File: src/rtl/uart_msg_scheduler.sv
// uart_msg_scheduler
//   Shares one uart_tx byte transmitter between four event sources. Each source
//   owns a fixed ASCII message in ROM. A qualified rising edge on ev[i] latches
//   a request. A round-robin scheduler grants one source at a time and streams
//   its message over the uart_tx start/data/busy handshake.
// Ports
//   clk, rst_n : clock, asynchronous active-low reset
//   ev         : event levels, a rising edge on bit i requests message i
//   ev_en      : per-source enable, a masked edge is not latched
//   tx_busy    : uart_tx busy (high while a byte shifts out)
//   tx_start   : one-cycle start pulse to uart_tx
//   tx_data    : byte for uart_tx, valid in the tx_start cycle
//   active     : high from grant until the last byte completes
//   cur_src    : granted source (holds last value when idle)
//   pending    : latched requests not yet granted
//   msg_done   : one-cycle pulse when the last byte of a message completes
module uart_msg_scheduler #(
  parameter int N_SRC = 4,
  parameter int IDX_W = 5
) (
  input  logic             clk,
  input  logic             rst_n,
  input  logic [N_SRC-1:0] ev,
  input  logic [N_SRC-1:0] ev_en,
  input  logic             tx_busy,
  output logic             tx_start,
  output logic [7:0]       tx_data,
  output logic             active,
  output logic [1:0]       cur_src,
  output logic [N_SRC-1:0] pending,
  output logic             msg_done
);

  // Message ROM, first character in the most significant byte.
  localparam logic [22*8-1:0] MSG0 = "No hay mas porciones\r\n";
  localparam logic [17*8-1:0] MSG1 = "Porcion servida\r\n";
  localparam logic [13*8-1:0] MSG2 = "Tanque bajo\r\n";
  localparam logic [16*8-1:0] MSG3 = "Puerta abierta\r\n";

  typedef enum logic [1:0] {IDLE, LOAD, WAIT_HI, WAIT_LO} state_t;

  state_t           state;
  logic [1:0]       rr_last;
  logic [N_SRC-1:0] ev_d;
  logic [IDX_W-1:0] idx;

  logic [N_SRC-1:0] rise;
  logic [N_SRC-1:0] clr;
  logic             gnt_vld;
  logic [1:0]       gnt_src;
  logic [1:0]       cand;

  function automatic logic [IDX_W-1:0] msg_last(input logic [1:0] s);
    logic [IDX_W-1:0] l;
    case (s)
      2'd0:    l = IDX_W'(21);
      2'd1:    l = IDX_W'(16);
      2'd2:    l = IDX_W'(12);
      default: l = IDX_W'(15);
    endcase
    return l;
  endfunction

  // Byte i of message s: shift the i-th character down to the low byte.
  function automatic logic [7:0] rom_byte(input logic [1:0] s, input logic [IDX_W-1:0] i);
    logic [7:0] b;
    case (s)
      2'd0:    b = 8'(MSG0 >> ((21 - int'(i)) * 8));
      2'd1:    b = 8'(MSG1 >> ((16 - int'(i)) * 8));
      2'd2:    b = 8'(MSG2 >> ((12 - int'(i)) * 8));
      default: b = 8'(MSG3 >> ((15 - int'(i)) * 8));
    endcase
    return b;
  endfunction

  assign rise = ev & ~ev_d & ev_en;

  // Round-robin pick: first pending source after the last one served.
  always_comb begin
    gnt_vld = 1'b0;
    gnt_src = rr_last;
    cand    = '0;
    for (int k = 1; k <= 4; k++) begin
      cand = rr_last + 2'(k);
      if (!gnt_vld && pending[cand]) begin
        gnt_vld = 1'b1;
        gnt_src = cand;
      end
    end
  end

  always_comb begin
    clr = '0;
    if (state == IDLE && gnt_vld) clr[gnt_src] = 1'b1;
  end

  always_ff @(posedge clk or negedge rst_n) begin
    if (!rst_n) begin
      state    <= IDLE;
      rr_last  <= 2'd3;
      ev_d     <= '0;
      idx      <= '0;
      pending  <= '0;
      cur_src  <= '0;
      active   <= 1'b0;
      tx_start <= 1'b0;
      tx_data  <= '0;
      msg_done <= 1'b0;
    end else begin
      ev_d     <= ev;
      tx_start <= 1'b0;
      msg_done <= 1'b0;
      // Set after clear so a new edge on the granted source re-arms it.
      pending  <= (pending & ~clr) | rise;
      case (state)
        IDLE: begin
          if (gnt_vld) begin
            cur_src <= gnt_src;
            idx     <= '0;
            active  <= 1'b1;
            state   <= LOAD;
          end
        end
        LOAD: begin
          if (!tx_busy) begin
            tx_start <= 1'b1;
            tx_data  <= rom_byte(cur_src, idx);
            state    <= WAIT_HI;
          end
        end
        WAIT_HI: begin
          if (tx_busy) state <= WAIT_LO;
        end
        WAIT_LO: begin
          if (!tx_busy) begin
            if (idx == msg_last(cur_src)) begin
              msg_done <= 1'b1;
              active   <= 1'b0;
              rr_last  <= cur_src;
              state    <= IDLE;
            end else begin
              idx   <= idx + 1'b1;
              state <= LOAD;
            end
          end
        end
        default: begin
          active <= 1'b0;
          state  <= IDLE;
        end
      endcase
    end
  end

endmodule

File: config.mk
export PLATFORM = sky130hd
export DESIGN_NAME = uart_msg_scheduler
export DESIGN_NICKNAME = d
export VERILOG_FILES = /design/src/rtl/uart_msg_scheduler.sv
export SDC_FILE = /design/constraint.sdc
export NUM_CORES = 1
export LEC_CHECK = 0
export ABC_AREA = 1
export BUFFER_PORTS_ARGS = -buffer_cell sky130_fd_sc_hd__buf_4
export CORE_MARGIN = 8
export CORE_UTILIZATION = 44
export DETAILED_ROUTE_END_ITERATION = 16
export PLACE_DENSITY = 0.68
export RECOVER_POWER = 100
export SYNTH_ARGS = -nofsm -noshare
export SYNTH_HDL_FRONTEND = slang
export SYNTH_SLANG_ARGS = --single-unit
File: constraint.sdc
create_clock -name clk -period 2.8 [get_ports clk]
set_clock_uncertainty 0.2 [all_clocks]
set_input_delay 0.14 -clock clk [delete_from_list [all_inputs] [get_ports clk]]
set_output_delay 0.14 -clock clk [all_outputs]
set_load 0.05 [all_outputs]
==> run_results.csv, run 1 <==
group,metric,value,unit
status,status,"finished, violations left",
detailed_routing,antenna_left,0,
synth,yosysTopAreaCell,"dfrtp_1",
sta,period_needed,2510,ps
global_routing,grt_pass1_wl,14300,um
place,place_inst,602,
detailed_routing,wl_met1,3870,um
sta,slew_viol_final,30,
sta,fmax,398,MHz
synth,post_synth.cell_area_avg,6.34,um^2
place,gp_congestion,0.906,
synth,synth_fp_nets,519,
synth,synth-seq-cells,29,
final_layout,drive_gt1_frac,0.153,
sta,setup_tns,0,ps
clock_network,cts_tree,"yes",
global_routing,grt_pass1_vias,3047,
detailed_routing,vias,3274,
global_routing,grt_usage,0.176,
sta,slew_headroom,-0.0811,
detailed_routing,routed-wl-met3,391,um
worst_setup_path,path_delay_family,"flip-flops",
min_path,min_path_type,"reg -> reg",
worst_setup_path,cp_slowest_cell,"dfstp_1",
detailed_routing,drc,0,
die,die_w,100,um
sta,hold_violations,0,
clock_network,clk_latency,280,ps
run,drv_cap,1,
synth,synth_top_area_frac,0.216,
detailed_routing,vias_per_cell,5.28,
die,start_util,0.458,
place,portBuffers,26,
worst_setup_path,worstSetupStartpointType,"register",
detailed_routing,first_iter_violations,245,
die,io-pin-count,28,
global_routing,grt_start_max_net_pins,30,
worst_setup_path,cp_max_fo,15,
worst_setup_path,crit_type,"reg -> reg",
pwr,power.density,1150,nW/um^2
final_layout,most-common-layout-cells,"166 x nand2_1, 48 x nand3_1, 37 x inv_1, 33 x nor2_1, 27 x dfrtp_1",
die,core,6830,um^2
detailed_routing,drt-total-wl,8480,um
sta,tightest_slew,1620,ps
detailed_routing,met2_length,4080,um
die,die-area,10100,um^2
sta,fin_crit_sh,0.897,
worst_setup_path,max_stage_delay,860,ps
sta,holdWs,285,ps
final_layout,layout_commonest_cell,"nand2_1",
worst_setup_path,crit_required,2810,ps
sta,rsz0062_at_grt,"no",
global_routing,grt.overflow.total,0,
worst_setup_path,critPathCaptureType,"register",
pwr,p_total,0.00398,W
synth,syn_area,3130,um^2
sta,setup_viol,0,
worst_setup_path,crit_chain,"xor2_1 > o21ai_0 > inv_2 > nand2_1 > nor2_1 > nand2_2 > nand2_2 > inv_1 > nand2_2 > nand2_2 > o21ai_2",
pwr,p_leak,1.75,nW
worst_setup_path,crit_buf_inv,2,
synth,ys_warn_count,0,
synth,synthDistinctLibCells,38,
synth,synthCells,494,
pwr,ir_drop,512,uV
clock_network,cts_inserted_buffers,5,
die,rows,30,
final_layout,stdcell_count,620,
place,dp.final_hpwl,6420,um
status,violations,"capacitance limit, slew limit",
worst_setup_path,cp.arrival,2520,ps
clock_network,path_clk_slew,70,ps
synth,ys_top_cells_by_area,"dfrtp_1 22%, nand2_1 20%, nand3_1 7.7%",
final_layout,synthToLayoutAreaGrowth,10.6,%
synth,ys_seq_area_frac,0.233,
clock_network,h-tree-depth,2,
clock_network,cts.sinks,29,
detailed_routing,top_layer,"met4",
worst_setup_path,cpMostUsedCell,"nand2_2",
clock_network,clockRootBuffer,"clkbuf_8",
clock_network,clockBufferDepth,2,
final_layout,fin_nets,548,
die,fp.dieH,100,um
detailed_routing,drtPass1Iterations,6,
final_layout,antenna_cells,0,
global_routing,grt_antenna_before_repair,0,
detailed_routing,wire_per_inst,13.7,um
-- kinds of logic after synthesis --
kind of cell,share of synthesized area
flip-flops,0.233
XOR/XNOR,0.0336
AO/OA/AOI/OAI,0.148
AND/OR/NAND/NOR,0.416
adder cells (fa/ha/maj),0.0560
other,0.00120
buffers and inverters,0.113
-- worst register-to-register path, cell delays in order (launching register included) --
cell     delay, ps
dfstp_1        860
xor2_1         340
o21ai_0        200
inv_2           90
nand2_1         50
nor2_1         140
nand2_2         80
nand2_2         70
inv_1           50
nand2_2        220
nand2_2         90
o21ai_2         60
-- cells in the mapped netlist --
master and n:
nor2_2 8, clkinv_1 1, buf_6 9, nor3_2 1, nand4_1 4, nand2_8 1, xor2_1 4, inv_2 15
nand3b_1 5, inv_1 34, nor3_4 1, o21ai_1 19, dfrtp_1 27, ha_1 14, o211ai_1 4, or2_2 3
nor3_1 1, o21ai_2 8, a21oi_2 2, buf_2 6, o21ai_0 21, a211oi_1 1, dfstp_2 2, conb_1 1
a22oi_1 1, a31oi_1 2, xor2_2 1, nand3_1 48, buf_4 3, nor2_1 30, nand2_2 20, xnor2_1 3
a21boi_0 1, nor2_4 2, nand2_1 165, clkbuf_1 3, xor2_4 1, a21oi_1 22
-- report_power, final --
part	internal [W]	total [W]	switching, W
Sequential	0.000566	0.000708	0.000142
Clock	0.000289	0.000468	0.000179
Combinational	0.000837	0.00280	0.00197
-- metrics by stage --
stage,setup WS (ps),area [um^2],util
2_1_floorplan,459,3130,-
6_report,288,3460,0.507
3_3_place_gp,312,3330,0.488
4_1_cts,275,3550,0.520
3_5_place_dp,309,3330,0.488
5_1_grt,31.3,3460,0.507
-- per-layer routing --
metal,vias to the layer above,GRT usage
li1,1639,-
met5,-,0
met2,105,0.286
met4,0,0.0500
met3,15,0.0381
met1,1515,0.227
-- final timing paths --
kind	slack, ps	end	from	depth (start not counted)
setup / recovery	290	idx[2]	rr_last[0]	11
hold / removal	280	pending[3]	ev_d[3]	2
min in group asynchronous	600	pending[3]	rst_n	2
max in group asynchronous	850	tx_start	rst_n	2
hold reg to reg	280	pending[3]	ev_d[3]	2
setup reg to reg	290	idx[2]	rr_last[0]	11
-- timing repair --
item                       CTS  global route
resized for setup            0             1
hold buffers                10             0
buffers inserted             0             0
hold endpoints to repair    40             0
setup endpoints to repair    0             1
-- sequential cells by signal, indices dropped and copies added, names as in the netlist --
name,count
msg_done,1
cur_src,2
active,1
state,2
pending,4
rr_last,2
tx_start,1
idx,5
ev_d,4
tx_data,7
-- final cells by class --
cell class | count | area, um^2
Clock buffer | 6 | 82.6
Clock inverter | 2 | 37.5
Fill cell | 741 | 3370
Inverter | 50 | 190
Multi-Input combinational cell | 394 | 2020
Sequential cell | 29 | 728
Tap cell | 96 | 120
Timing Repair Buffer | 43 | 284
No activity file was read; power rests on OpenSTA's default activity.
==> inputs of run 2 (changes only) <==
ABC_AREA = 0   (was 1)
==> run_results.csv, run 2 <==
group,metric,value,unit
pwr,p_leak,1.50,nW
status,violations,"capacitance limit, slew limit",
worst_setup_path,rr_worst_depth,8,
detailed_routing,first_iter_violations,277,
min_path,min_path_cells,3,
synth,synth_edf_count,0,
worst_setup_path,critPathCaptureType,"register",
clock_network,cts_inserted_buffers,5,
synth,ys_async_sr_fraction,1.00,
worst_setup_path,timing.rr.start,"cur_src[0]",
final_layout,fillers,728,
sta,fin_crit_sh,0.959,
global_routing,grt_start_max_net_pins,47,
global_routing,grt.overflow.total,0,
run,drv_cap,1,
die,fp.dieH,102,um
place,place_area,3690,um^2
min_path,min_from,"tx_busy",
worst_setup_path,crit_required,2780,ps
die,die_w,102,um
final_layout,synthToLayoutAreaGrowth,17.5,%
detailed_routing,vias_per_cell,6.22,
detailed_routing,drc,0,
sta,setup_tns,0,ps
sta,hold_violations,0,
final_layout,most-common-layout-cells,"44 x o21ai_0, 40 x nand2_1, 36 x buf_4, 35 x nor2_1, 30 x a21oi_1",
synth,synthCells,451,
final_layout,fin_area,3850,um^2
worst_setup_path,worstSetupStartpointType,"register",
clock_network,clockRootBuffer,"clkbuf_8",
clock_network,post-cts-setup-buffers,0,
final_layout,fin_nets,510,
synth,ys_seq_area_frac,0.222,
final_layout,largest_reg_flops,7,
global_routing,grt_pass1_wl,17500,um
clock_network,cts.sinks,29,
synth,synth_fp_nets,476,
synth,synth_ff_type,"dfrtp_1",
detailed_routing,drtPass1Iterations,5,
clock_network,clk_latency,290,ps
die,core,7210,um^2
global_routing,grt_pass1_vias,3427,
synth,yosysTopAreaCell,"dfrtp_1",
pwr,ir_drop,837,uV
clock_network,cts_tree,"yes",
final_layout,drive_gt1_frac,0.140,
synth,ys_top_cells_by_area,"dfrtp_1 21%, o21ai_0 6.7%, ha_1 5.4%",
synth,post_synth.cell_area_avg,7.26,um^2
clock_network,path_clk_slew,70,ps
sta,slew_viol_final,30,
synth,syn_area,3270,um^2
synth,synth-seq-cells,29,
sta,tightest_slew,1590,ps
synth,synth_top_area_frac,0.206,
detailed_routing,antenna_left,0,
worst_setup_path,r2r_slack,110,ps
die,io-pin-count,28,
global_routing,grt_antenna_before_repair,0,
place,place_inst,568,
sta,holdWs,116,ps
clock_network,h-tree-depth,2,
synth,synthTopCellsByCount,"44 x o21ai_0, 40 x nand2_1, 35 x nor2_1",
final_layout,multi_input_area,2300,um^2
synth,synthDistinctLibCells,67,
worst_setup_path,cp_max_fo,6,
detailed_routing,vias,3640,
sta,rsz0062_at_grt,"no",
place,gp_congestion,0.932,
final_layout,utilization,0.533,
min_path,holdPathEnd,"msg_done",
sta,slew_headroom,-0.0622,
final_layout,regArea,728,um^2
die,start_util,0.454,
die,die-area,10500,um^2
global_routing,grt_usage,0.209,
sta,period_needed,2690,ps
final_layout,regMostFlops,"tx_data",
detailed_routing,wire_per_inst,18.0,um
sta,setup_viol,0,
worst_setup_path,cp.arrival,2670,ps
synth,ys_warn_count,0,
place,dp.final_hpwl,7670,um
die,rows,31,
clock_network,clockBufferDepth,2,
worst_setup_path,crit_type,"reg -> reg",
min_path,min_path_type,"in -> reg",
place,portBuffers,26,
worst_setup_path,r2r_end,"active",
sta,fmax,372,MHz
final_layout,layout_commonest_cell,"o21ai_0",
status,status,"finished, violations left",
detailed_routing,drt-total-wl,10500,um
final_layout,largestRegisters,"tx_data x7, idx x5",
pwr,power.density,1140,nW/um^2
synth,synth_most_common_cell,"o21ai_0",
final_layout,stdcell_count,585,
final_layout,antenna_cells,0,
## run 2: cell count changes in the layout (fill, tap and decap cells not counted), moves of 11 or more
| cell | change |
|---|---|
| nand2_1 | -126 |
| inv_1 | -21 |
| nor3_1 | +14 |
| nand2_2 | -20 |
| buf_4 | +24 |
| o21ai_0 | +20 |
| o21ai_1 | -15 |
| inv_2 | -11 |
| nand3_1 | -35 |
| nor2b_1 | +12 |
## run 2: cell families (layout without fill, tap and decap cells)
group,after synthesis,count (layout),synth area share
compound gates,162,162,0.331
buf+inv,60,95,0.0761
flops,29,29,0.222
mux,9,9,0.0287
fa+ha+maj,14,14,0.0535
simple gates,163,163,0.252
xor+xnor,13,13,0.0348
other cells,1,1,0.00115
## run 2: stage by stage
stage,setup WS [ps],power (W)
floorplan,66.2,0.00296
global placement,179,0.00386
detailed placement,105,0.00390
CTS,81.7,0.00445
global route,8.19,0.00471
finish,114,0.00438
## run 2: final cells by class
class / instances / share of cell area
multi-input cells: 362 / 0.599
flip-flops and latches: 29 / 0.189
repair buffers: 71 / 0.129
well taps: 99 / 0.0322
clock buffers: 5 / 0.0179
clock inverters: 3 / 0.0169
inverters: 16 / 0.0156
## run 2: how the worst max path moves through the flow
stage / slack, ps / cells past startpoint / start / endpoint
final: 110 / 8 / cur_src[0] / active
after global routing: 8 / 8 / cur_src[0] / active
after CTS: 80 / 9 / idx[1] / tx_data[0]
after detailed placement: 110 / 9 / idx[1] / tx_data[0]
after global placement: 180 / 7 / cur_src[0] / active
after floorplan: 70 / 9 / cur_src[0] / idx[0]
## run 2: repair_timing
item                       CTS  global route
hold endpoints to repair    37             0
setup endpoints to repair    0             4
hold buffers                 9             0
gates resized for setup      0             5
## run 2: report_power, final
group | switching, W | internal (W)
logic | 0.00199 | 0.00110
clock network | 0.000170 | 0.000353
registers | 0.000176 | 0.000582
total | 0.00234 | 0.00204
## run 2: critical path, cell delays in order, from the launching register on
cell,delay (ps)
dfrtp_1,420
inv_1,110
ha_1,320
xnor2_1,160
a2111oi_4,280
o31ai_1,140
clkbuf_1,200
or3b_1,490
a22o_1,270
## run 2: layer usage
| metal | GRT usage | part of all wire | vias up |
|---|---|---|---|
| met2 | 0.327 | 0.46 | 159 |
| met4 | 0.0632 | 0.023 | 0 |
| li1 | - | - | 1733 |
| met5 | 0 | 0 | - |
| met3 | 0.0422 | 0.075 | 24 |
| met1 | 0.281 | 0.44 | 1724 |
==> inputs of run 3 (changes only) <==
PLACE_DENSITY = 0.7   (was 0.68)
clock period = 2.4 ns   (was 2.8 ns; I/O delays follow)
==> run_results.csv, run 3 (synthesized netlist as in run 2, its figures left out) <==
group,metric,value,unit
status,status,"finished, violations left",
status,violations,"capacitance limit, slew limit, setup timing",
clock_network,clockRootBuffer,"clkbuf_8",
sta,fmax,410,MHz
clock_network,clockBufferDepth,2,
worst_setup_path,critPathCaptureType,"register",
place,gp_congestion,0.985,
clock_network,cts_inserted_buffers,5,
pwr,p_leak,1.86,nW
die,die_w,102,um
final_layout,most-common-layout-cells,"100 x buf_4, 42 x o21ai_0, 38 x nand2_1, 33 x nor2_1, 29 x a21oi_1",
final_layout,multi_input_area,2620,um^2
sta,hold_violations,0,
die,die-area,10500,um^2
clock_network,cts_tree,"yes",
clock_network,h-tree-depth,2,
detailed_routing,antenna_left,0,
global_routing,grt.overflow.total,0,
final_layout,drive_gt1_frac,0.336,
final_layout,largest_reg_flops,7,
sta,slew_headroom,-0.0997,
sta,period_needed,2440,ps
final_layout,largestRegisters,"tx_data x7, idx x5",
final_layout,regArea,732,um^2
place,pre_cts_ws,-257,ps
sta,setup_viol,3,
worst_setup_path,cp.arrival,2410,ps
pwr,ir_drop,599,uV
sta,slew_viol_final,30,
sta,worst_slack,-38.3,ps
final_layout,stdcell_count,643,
place,dp.final_hpwl,8430,um
die,start_util,0.454,
clock_network,clk_latency,290,ps
final_layout,antenna_cells,0,
final_layout,fin_nets,568,
detailed_routing,first_iter_violations,354,
detailed_routing,vias,4073,
worst_setup_path,crit_type,"reg -> reg",
detailed_routing,drc,0,
global_routing,grt_start_max_net_pins,47,
global_routing,grt_usage,0.228,
min_path,min_path_type,"in -> reg",
die,rows,31,
clock_network,path_clk_slew,70,ps
die,fp.dieH,102,um
pwr,power.density,1350,nW/um^2
die,core,7210,um^2
worst_setup_path,worstSetupStartpointType,"register",
global_routing,grt_pass1_wl,19100,um
place,place_inst,615,
detailed_routing,vias_per_cell,6.33,
worst_setup_path,cp_max_fo,6,
detailed_routing,drtPass1Iterations,5,
sta,tightest_slew,1650,ps
final_layout,fillers,600,
die,io-pin-count,28,
clock_network,cts.sinks,29,
place,portBuffers,26,
sta,rsz0062_at_grt,"yes",
final_layout,synthToLayoutAreaGrowth,40.7,%
detailed_routing,drt-total-wl,12300,um
final_layout,layout_commonest_cell,"buf_4",
global_routing,grt_antenna_before_repair,0,
worst_setup_path,crit_required,2370,ps
detailed_routing,wire_per_inst,19.1,um
final_layout,regMostFlops,"tx_data",
sta,fin_crit_sh,1.02,
global_routing,grt_pass1_vias,3800,
run,drv_cap,1,
[run 3: final cells by class]
type / instances / area share
well taps: 99 / 0.0269
flip-flops and latches: 29 / 0.159
inverters: 16 / 0.0141
multi-input cells: 362 / 0.569
clock buffers: 6 / 0.0158
clock inverters: 2 / 0.00217
repair buffers: 129 / 0.213
[run 3: critical path, cell delays in order, from the launching register on]
cell     delay, ps
dfrtp_2        470
inv_4           80
ha_4           190
nor2_1         210
nor4b_2        350
o31ai_4        140
or3b_4         460
a22o_1         220
[run 3: path summary, 6_finish.rpt]
| check | end | start | slack, ps | cells after the start |
|---|---|---|---|---|
| max | active | cur_src[1] | -40 | 7 |
| min | msg_done | tx_busy | 30 | 3 |
| max reg2reg | active | cur_src[1] | -40 | 7 |
| min reg2reg | pending[2] | ev_d[2] | 230 | 1 |
| max in group asynchronous | idx[2] | rst_n | 310 | 2 |
| min in group asynchronous | ev_d[1] | rst_n | 610 | 2 |
[run 3: what timing repair did]
| action | CTS | global route |
|---|---|---|
| setup buffers | 3 | 8 |
| hold buffers | 9 | 0 |
| gates resized for setup | 30 | 46 |
| endpoints found under the setup margin | 9 | 15 |
| pin swaps | 4 | 17 |
| hold endpoints to repair | 37 | 0 |
[run 3: layer usage]
layer,share of wire,global-route usage,vias to the layer above
met5,0,0,-
met2,0.49,0.377,216
li1,-,-,1848
met3,0.072,0.0334,53
met4,0.038,0.0892,0
met1,0.40,0.289,1956
[run 3: through the flow]
step           hold WS [ps]  setup TNS, ps   util  area, um^2  total power, W
3_3_place_gp           -137           -618  0.562        4060         0.00496
3_5_place_dp           -128           -872  0.562        4060         0.00505
4_1_cts                9.10          -80.6  0.605        4360         0.00571
6_report               27.9          -60.8  0.638        4600         0.00620
5_1_grt                39.4           -877  0.638        4600         0.00657
2_1_floorplan          -376           -148      -        3330         0.00354
[run 3: report_power, final]
part | switching, W | internal, W
Combinational | 0.00276 | 0.00210
Clock | 0.000203 | 0.000201
Sequential | 0.000248 | 0.000685
